$ cat config.mk
export PLATFORM = sky130hd
export DESIGN_NAME = radio_timing_engine
export DESIGN_NICKNAME = d
export VERILOG_FILES = /design/src/rtl/radio_timing_engine.sv
export SDC_FILE = /design/constraint.sdc
export NUM_CORES = 1
export LEC_CHECK = 0
export CAP_MARGIN = 40
export CORE_AREA = 3 3 88 90
export CTS_CLUSTER_SIZE = 28
export DETAILED_ROUTE_END_ITERATION = 12
export DIE_AREA = 0 0 91 93
export PLACE_DENSITY = 0.56
export SYNTH_ARGS = -nofsm -noshare
export SYNTH_HDL_FRONTEND = slang
export SYNTH_SLANG_ARGS = --single-unit
$ cat constraint.sdc
create_clock -name ck -period 5.8 [get_ports ck]
set_input_delay 0.87 -clock ck [delete_from_list [all_inputs] [get_ports ck]]
set_output_delay 0.87 -clock ck [all_outputs]
set_load 0.02 [all_outputs]
$ cat src/rtl/radio_timing_engine.sv
// radio_timing_engine: sequences one radio receive window (warm-up, RX, guard) from registered outputs
// Ports: ck/rst (sync, active-high), start, abort, rx_len[CNT_W] in;
//        radioEnable, radioRxEn, busy, done out; isolate in only when TE_ISOLATE_EN is defined.
// Parameters: CNT_W, WARMUP_CYC, GUARD_CYC. Optional feature macro: TE_ISOLATE_EN.
module radio_timing_engine #(
    parameter int CNT_W      = 16,
    parameter int WARMUP_CYC = 8,
    parameter int GUARD_CYC  = 4
) (
    input  logic             ck,
    input  logic             rst,
    input  logic             start,
    input  logic             abort,
    input  logic [CNT_W-1:0] rx_len,
`ifdef TE_ISOLATE_EN
    input  logic             isolate,
`endif
    output logic             radioEnable,
    output logic             radioRxEn,
    output logic             busy,
    output logic             done
);
    typedef enum logic [1:0] {IDLE, WARMUP, RX, GUARD} state_t;
    state_t state_q, state_d;
    logic [CNT_W-1:0] cnt_q, cnt_d, len_q, len_d;
    logic en_q, en_d, rx_q, rx_d, busy_q, busy_d, done_q, done_d;
    logic iso;
`ifdef TE_ISOLATE_EN
    assign iso = isolate;
`else
    assign iso = 1'b0;
`endif
    always_comb begin
        state_d = state_q;
        len_d   = len_q;
        done_d  = 1'b0;
        // hold at zero so the counter never wraps
        cnt_d   = (cnt_q != '0) ? cnt_q - CNT_W'(1) : cnt_q;
        case (state_q)
            IDLE: if (start && !abort) begin
                state_d = WARMUP;
                len_d   = rx_len;
                cnt_d   = CNT_W'(WARMUP_CYC - 1);
            end
            WARMUP: if (abort || (cnt_q == '0 && len_q == '0)) begin
                state_d = GUARD;
                cnt_d   = CNT_W'(GUARD_CYC - 1);
            end else if (cnt_q == '0) begin
                state_d = RX;
                cnt_d   = len_q - CNT_W'(1);
            end
            RX: if (abort || cnt_q == '0) begin
                state_d = GUARD;
                cnt_d   = CNT_W'(GUARD_CYC - 1);
            end
            default: if (cnt_q == '0) begin
                state_d = IDLE;
                done_d  = 1'b1;
            end
        endcase
        // isolation drops the window at once: no guard, no done
        if (iso) begin
            state_d = IDLE;
            cnt_d   = '0;
            done_d  = 1'b0;
        end
        // outputs decoded from the next state so they leave the flops aligned with the state
        en_d   = state_d != IDLE;
        rx_d   = state_d == RX;
        busy_d = state_d != IDLE;
    end
    always_ff @(posedge ck) begin
        if (rst) begin
            state_q <= IDLE;
            cnt_q   <= '0;
            len_q   <= '0;
            en_q    <= 1'b0;
            rx_q    <= 1'b0;
            busy_q  <= 1'b0;
            done_q  <= 1'b0;
        end else begin
            state_q <= state_d;
            cnt_q   <= cnt_d;
            len_q   <= len_d;
            en_q    <= en_d;
            rx_q    <= rx_d;
            busy_q  <= busy_d;
            done_q  <= done_d;
        end
    end
    assign radioEnable = en_q & ~iso;
    assign radioRxEn   = rx_q & ~iso;
    assign done        = done_q & ~iso;
    assign busy        = busy_q;
endmodule

==> results of run 1 <==
[cell type report]
type | instances | area, sq um | area share (%)
clock buffers | 8 | 80.1 | 2.90
inverters | 12 | 45.0 | 1.63
multi-input cells | 248 | 1530 | 55.5
flip-flops and latches | 37 | 741 | 26.9
well taps | 99 | 124 | 4.49
repair buffers | 24 | 238 | 8.62
[cells in the final DEF, fill, tap and decap left out, types with 3 or more instances in the layout]
cell type        count
o31a_1               5
nor3b_1              4
mux2i_1              3
clkdlybuf4s50_1     23
o21ai_0              6
o21ai_1              5
nor4_1              11
xor2_1               6
inv_1               12
dfxtp_1             37
nand2_1             54
nand3_1              5
nand4_1              6
o22ai_1              7
xnor2_1              5
a21oi_1             35
ha_1                 4
nor2b_1              3
nor2_1              16
clkbuf_1             3
o21a_1               3
nor3_1              13
or4_1                6
clkbuf_8             5
and2_1               3
[worst max path at each step]
stage / startpoint / to / slack, ns
6_report: abort / len_q[7] / 3.16
5_1_grt: abort / len_q[15] / 2.93
4_1_cts: abort / len_q[7] / 3.18
3_5_place_dp: abort / len_q[7] / 2.88
3_3_place_gp: abort / cnt_q[8] / 2.96
2_1_floorplan: abort / len_q[10] / 3.73
[logic make-up after synthesis]
kind of cell	after synthesis	share of synthesized area, %
and+or+nand+nor	143	32.6
AOI/OAI and AO/OA	86	22.4
DFF	37	30.4
buffers and inverters	31	6.92
xor gates and xnor gates	11	3.95
muxes	4	1.69
adders and majority gates	4	2.05
[metal layers]
layer / GRT usage (%) / wire length (um) / share of wire, % / vias to the layer above
met5: 0 / 0 / 0 / -
met4: 5.03 / 102 / 1.7 / 0
met3: 2.74 / 232 / 3.8 / 11
met2: 23.5 / 2780 / 45 / 47
met1: 19.5 / 2990 / 49 / 1078
li1: - / - / - / 1189
[critical path: stages]
cell and delay, ns:
clkdlybuf4s50_1 0.64, nor3b_1 0.48, and2_1 0.59, nand2_1 0.14, a21oi_1 0.13
[state kept, by name, indices dropped and copies added (netlist names)]
register and cells:
cnt_q 16, len_q 16, state_q 2, busy 1, done 1, radioRxEn 1
[report_power, final]
part / leakage [nW] / switching, mW / internal [mW]
sequential: 0.302 / 0.0990 / 0.321
combinational: 0.592 / 0.472 / 0.327
clock: 0.0395 / 0.0891 / 0.0854
==> impl_metrics.json, run 1 <==
{
  "status": "finished, final reports clean",
  "grtUsageTotal_pct": 14.6,
  "die_width_um": 91,
  "synth.distinct_cells": 63,
  "min_path_type": "reg -> reg",
  "r2r_slack_ns": 3.42,
  "p_leak_nw": 0.934,
  "r2r-start": "cnt_q[0]",
  "async_flop_share_pct": 0,
  "startpoint_type": "input port",
  "placedCellCount": 420,
  "drtIter0Drc": 143,
  "whs_path_depth": 2,
  "n_fill_cell": 766,
  "wl_per_cell_um": 14.3,
  "fin_skew_ns": 0.00466,
  "rr_endpoint": "cnt_q[14]",
  "synth.area.top_cells": "dfxtp_1, nand2_1, a21oi_1",
  "fin_crit_sh_pct": 45.4,
  "arrival_ns": 2.86,
  "worst_pin_slew_ns": 0.665,
  "grt_pass1_vias": 2110,
  "drc_errors": 0,
  "fin_area_sq_um": 2760,
  "rows": 31,
  "setup_viol": 0,
  "cts.sinks": 37,
  "gp_congestion": 0.834,
  "io_pins": 24,
  "hold_violations": 0,
  "syn_to_final_growth_pct": 13.0,
  "holdCritStartpoint": "len_q[9]",
  "cts_made_buffers": 5,
  "die_h_um": 93,
  "num-nets-final": 352,
  "cts.clk_slew.worst_paths_ns": 0.07,
  "synth_seq_cells": 37,
  "cts.path.max_buffers": 2,
  "crit_type": "in -> reg",
  "placed_area_sq_um": 2680,
  "cts_hold_buf": 0,
  "syn_inst": 316,
  "cp-end-kind": "flop",
  "setup-tns-final_ns": 0,
  "maxCapViolCount": 0,
  "dpl_worst_slack_ns": 2.88,
  "ctsHtreeMaxLevel": 2,
  "yosys-top-cells-count": "nand2_1, dfxtp_1, a21oi_1",
  "synth_nets": 340,
  "fin_cells": 428,
  "overflow": 0,
  "grt_pass1_wl_um": 10000,
  "avgSynthCellArea_sq_um": 7.72,
  "synth-edff-count": 0,
  "cp_max_fo": 16,
  "fp.dieArea_sq_um": 8460,
  "utilization_pct": 38.6,
  "wl_um": 6110,
  "initial_core_util_pct": 34.2,
  "antenna_found_initial": 0,
  "ir_worst_vdd_v": 0.000150,
  "synth_area_sq_um": 2440,
  "p_total_mw": 1.39,
  "drtPass1Iterations": 4,
  "core-area_sq_um": 7140,
  "maxSlewHeadroom_pct": 55.3,
  "reg2regPathDepth": 6,
  "place_hpwl_um": 4550,
  "clk_latency_ns": 0.29,
  "antenna_cells": 0,
  "layout-drive-gt1-share_pct": 5.47,
  "report.final.slew_viol_count": 0,
  "drtAntennaViolNets": 0,
  "worstHoldEndpoint": "len_q[9]",
  "rsz0062_at_grt": "no",
  "tritoncts": "yes",
  "fin_crit_ns": 2.64,
  "yosysTopAreaCellShare_pct": 30.4,
  "synth_warnings": 0,
  "portBuffers": 23,
  "vias_per_cell": 5.43,
  "power_density_nw_per_um2": 505,
  "ys_seq_area_share_pct": 30.4,
  "worstPathRequired_ns": 6.02,
  "synth.most_common_cell": "nand2_1",
  "timing.fmax_mhz": 379,
  "vias": 2325,
  "grt_max_degree": 40,
  "whs_ns": 0.508,
  "layout_setup_ws_ns": 3.16,
  "cts_root_buf": "clkbuf_8",
  "post_cts_buffers": 0,
  "ctsResizeCount": 0,
  "netlist.top_cell.by_area": "dfxtp_1",
  "ys.flop_type": "dfxtp_1"
}
Power figures use the tool's default switching activity.
==> run 2: changes to the inputs <==
--- a/config.mk
+++ b/config.mk
@@ -10,7 +10,7 @@
 export CTS_CLUSTER_SIZE = 28
 export DETAILED_ROUTE_END_ITERATION = 12
 export DIE_AREA = 0 0 91 93
-export PLACE_DENSITY = 0.56
+export PLACE_DENSITY = 0.58
 export SYNTH_ARGS = -nofsm -noshare
 export SYNTH_HDL_FRONTEND = slang
 export SYNTH_SLANG_ARGS = --single-unit
==> constraint.sdc (replaced) <==
create_clock -name ck -period 2.1 [get_ports ck]
set_input_delay 0.315 -clock ck [delete_from_list [all_inputs] [get_ports ck]]
set_output_delay 0.315 -clock ck [all_outputs]
set_load 0.02 [all_outputs]
==> impl_metrics.json, run 2 (synthesis results as in run 1) <==
{
  "drtIter0Drc": 171,
  "maxSlewHeadroom_pct": 68.0,
  "io_pins": 24,
  "wl_met3_um": 320,
  "hold_violations": 0,
  "r2r_slack_ns": 0.1,
  "r2r-start": "len_q[0]",
  "cts.clk_slew.worst_paths_ns": 0.08,
  "pwr-share-clk_pct": 10.9,
  "n_fill_cell": 735,
  "cts_root_buf": "clkbuf_8",
  "whs_ns": 0.507,
  "p_leak_nw": 1.19,
  "p_total_mw": 4.56,
  "syn_to_final_growth_pct": 30.9,
  "power_density_nw_per_um2": 1430,
  "layout-drive-gt1-share_pct": 21.5,
  "place_hpwl_um": 5000,
  "crit_end": "cnt_q[9]",
  "utilization_pct": 44.7,
  "worstPathRequired_ns": 2.33,
  "placed_area_sq_um": 3020,
  "arrival_ns": 2.23,
  "cts_made_buffers": 5,
  "mostFrequentLayoutCell": "nand2_1",
  "grt_pass1_vias": 2286,
  "crit_type": "reg -> reg",
  "p_sw_share_pct": 44.3,
  "ctsHtreeMaxLevel": 2,
  "reg_top3": "cnt_q x16, len_q x16, state_q x2",
  "fin_crit_ns": 2.00,
  "clk_latency_ns": 0.29,
  "rows": 31,
  "setup_viol": 0,
  "wl_per_cell_um": 13.6,
  "reg2regPathDepth": 5,
  "cts.sinks": 37,
  "min_path_type": "reg -> reg",
  "drtPass1Iterations": 4,
  "antenna_found_initial": 0,
  "comb_power_share_pct": 64.6,
  "p_switching_mw": 2.02,
  "num-nets-final": 399,
  "layout_setup_ws_ns": 0.0984,
  "timing.fmax_mhz": 500,
  "startpoint_type": "flop",
  "gp_congestion": 0.895,
  "fin_skew_ns": 0.00664,
  "cts.path.max_buffers": 2,
  "regArea_sq_um": 742,
  "ir_worst_vdd_v": 0.000523,
  "status": "finished, final reports clean",
  "portBuffers": 23,
  "initial_core_util_pct": 34.2,
  "multi_input_area_sq_um": 1610,
  "die_width_um": 91,
  "wl_met2_um": 2920,
  "tritoncts": "yes",
  "fin_area_sq_um": 3190,
  "final_cell_mix": "nand2_1, buf_4, dfxtp_1, a21oi_1, clkdlybuf4s50_1",
  "p_int_mw": 2.54,
  "drtAntennaViolNets": 0,
  "fp.dieArea_sq_um": 8460,
  "antenna_cells": 0,
  "fin_crit_sh_pct": 95.3,
  "grt_pass1_wl_um": 10900,
  "rr_endpoint": "cnt_q[9]",
  "maxCapViolCount": 0,
  "fin_cells": 475,
  "drc_errors": 0,
  "top_layer": "met4",
  "wl_um": 6480,
  "dpl_worst_slack_ns": 0.0246,
  "grtUsageTotal_pct": 15.8,
  "vias_per_cell": 5.19,
  "report.final.slew_viol_count": 0,
  "wl_met1_um": 3170,
  "placedCellCount": 466,
  "overflow": 0,
  "die_h_um": 93,
  "seqPwrFrac_pct": 24.4,
  "worst_pin_slew_ns": 0.476,
  "cp_max_fo": 2,
  "vias": 2466,
  "whs_path_depth": 2,
  "core-area_sq_um": 7140,
  "cp-end-kind": "flop",
  "worstSetupStartpoint": "len_q[0]",
  "grt_max_degree": 22,
  "setup-tns-final_ns": 0
}
## run 2: metal layers
layer	vias up	GRT usage, %
met1	1135	22.0
met5	-	0
li1	1277	-
met2	48	24.5
met4	0	5.53
met3	6	2.98
## run 2: worst min path at each step
stage	slack, ns	start	end
after CTS	0.51	len_q[9]	len_q[9]
after global placement	0.48	len_q[9]	len_q[9]
after detailed placement	0.50	len_q[15]	len_q[15]
after floorplan	0.45	rx_len[2]	len_q[2]
final	0.51	len_q[15]	len_q[15]
after global routing	0.55	len_q[9]	len_q[9]
## run 2: final cells by class
class                   count  share of cell area (%)
clock buffers               5                    2.16
clock inverters             3                   0.549
inverters                  12                    1.41
multi-input cells         248                    50.3
flip-flops and latches     37                    23.2
well taps                  99                    3.88
repair buffers             71                    18.5
## run 2: power groups by stage
stage,registers (mW),logic (mW),clock network (mW)
detailed placement,1.11,2.78,0
floorplan,1.10,1.80,0
finish,1.11,2.95,0.497
global route,1.14,3.27,0.544
global placement,1.10,2.77,0
CTS,1.09,2.81,0.517
## run 2: timing repair
item | CTS | global route
endpoints found under the setup margin | 1 | 18
hold buffers | 0 | 0
hold endpoints to repair | 0 | 0
pin swaps | 0 | 3
gates resized for setup | 1 | 16
buffers inserted | 0 | 1
## run 2: critical path, cell delays in order, from the launching register on
cell and delay [ns]:
dfxtp_1 0.32, or4_4 0.56, nor3_2 0.18, mux2_1 0.36, or4_1 0.40, a2bb2oi_1 0.12
==> run 3: changes to the inputs <==
--- a/config.mk
+++ b/config.mk
@@ -11,6 +11,7 @@
 export DETAILED_ROUTE_END_ITERATION = 12
 export DIE_AREA = 0 0 91 93
 export PLACE_DENSITY = 0.58
+export SKIP_CTS_REPAIR_TIMING = 1
 export SYNTH_ARGS = -nofsm -noshare
 export SYNTH_HDL_FRONTEND = slang
 export SYNTH_SLANG_ARGS = --single-unit
==> impl_metrics.json, run 3 (synthesis results as in run 1) <==
{
  "report.final.slew_viol_count": 0,
  "regArea_sq_um": 742,
  "drtPass1Iterations": 5,
  "r2r-start": "len_q[0]",
  "ctsHtreeMaxLevel": 2,
  "rsz0062_at_grt": "no",
  "fin_crit_sh_pct": 95.3,
  "die_h_um": 93,
  "multi_input_area_sq_um": 1600,
  "core-area_sq_um": 7140,
  "reg2regPathDepth": 5,
  "placedCellCount": 466,
  "fin_cells": 475,
  "dpl_worst_slack_ns": 0.0246,
  "ir_worst_vdd_v": 0.000519,
  "cts_made_buffers": 5,
  "whs_path_depth": 2,
  "fin_skew_ns": 0.00684,
  "cts_root_buf": "clkbuf_8",
  "rows": 31,
  "grt_pass1_wl_um": 10900,
  "worst_pin_slew_ns": 0.475,
  "rr_endpoint": "cnt_q[9]",
  "overflow": 0,
  "layout-drive-gt1-share_pct": 21.3,
  "fin_area_sq_um": 3190,
  "maxSlewHeadroom_pct": 68.0,
  "drtAntennaViolNets": 0,
  "grtUsageTotal_pct": 15.8,
  "vias": 2488,
  "crit_end": "cnt_q[9]",
  "clk_latency_ns": 0.29,
  "syn_to_final_growth_pct": 30.6,
  "place_hpwl_um": 5000,
  "cp-end-kind": "flop",
  "worstSetupStartpoint": "len_q[0]",
  "p_leak_nw": 1.18,
  "num-nets-final": 399,
  "grt_max_degree": 22,
  "drtIter0Drc": 175,
  "r2r_slack_ns": 0.1,
  "final_cell_mix": "nand2_1, buf_4, dfxtp_1, a21oi_1, clkdlybuf4s50_1",
  "drc_errors": 0,
  "mostFrequentLayoutCell": "nand2_1",
  "cts.sinks": 37,
  "reg_top3": "cnt_q x16, len_q x16, state_q x2",
  "tritoncts": "yes",
  "timing.fmax_mhz": 500,
  "cts.clk_slew.worst_paths_ns": 0.08,
  "antenna_cells": 0,
  "grt_pass1_vias": 2278,
  "hold_violations": 0,
  "portBuffers": 23,
  "gp_congestion": 0.895,
  "cp_max_fo": 2,
  "wl_um": 6530,
  "placed_area_sq_um": 3020,
  "fp.dieArea_sq_um": 8460,
  "whs_ns": 0.505,
  "status": "finished, final reports clean",
  "maxCapViolCount": 0,
  "die_width_um": 91,
  "n_fill_cell": 738,
  "cts.path.max_buffers": 2,
  "initial_core_util_pct": 34.2,
  "setup_viol": 0,
  "layout_setup_ws_ns": 0.0995,
  "power_density_nw_per_um2": 1430,
  "min_path_type": "reg -> reg",
  "vias_per_cell": 5.24,
  "startpoint_type": "flop",
  "wl_per_cell_um": 13.8,
  "crit_type": "reg -> reg",
  "io_pins": 24,
  "fin_crit_ns": 2.00,
  "utilization_pct": 44.6,
  "worstPathRequired_ns": 2.33,
  "antenna_found_initial": 0,
  "arrival_ns": 2.23
}
-- run 3: cell counts in the layout (fill, tap and decap cells not counted) --
Identical to the previous run, type by type.
-- run 3: worst max-delay path: stages (launching register included) --
cell and delay, ns:
dfxtp_1 0.32, or4_4 0.56, nor3_2 0.18, mux2_1 0.37, or4_1 0.40, a2bb2oi_1 0.13
-- run 3: report_power, final --
part / switching (mW) / internal (mW)
clock network: 0.270 / 0.229
logic: 1.52 / 1.41
registers: 0.224 / 0.889
total: 2.02 / 2.53
-- run 3: layout make-up --
class                           instances  area share [%]
Clock inverter                          3           0.550
Clock buffer                            5            2.16
Multi-Input combinational cell        248            50.2
Tap cell                               99            3.89
Timing Repair Buffer                   71            18.5
Sequential cell                        37            23.3
Inverter                               12            1.41
-- run 3: metrics by stage --
step                setup TNS (ns)  total power, mW
floorplan                        0             2.90
global placement                 0             3.87
detailed placement               0             3.89
CTS                       -0.00986             4.41
global route                     0             4.94
finish                           0             4.55
-- run 3: how the worst min path moves through the flow --
| stage | start | endpoint | slack [ns] |
|---|---|---|---|
| final | len_q[15] | len_q[15] | 0.51 |
| after global routing | len_q[9] | len_q[9] | 0.55 |
| after CTS | len_q[9] | len_q[9] | 0.51 |
| after detailed placement | len_q[15] | len_q[15] | 0.50 |
| after global placement | len_q[9] | len_q[9] | 0.48 |
| after floorplan | rx_len[2] | len_q[2] | 0.45 |
-- run 3: routing by layer --
metal,up-vias,global-route usage (%),part of all wire [%]
li1,1279,-,-
met3,8,2.98,4.6
met5,-,0,0
met4,0,5.53,1.2
met1,1151,22.0,49
met2,50,24.4,45
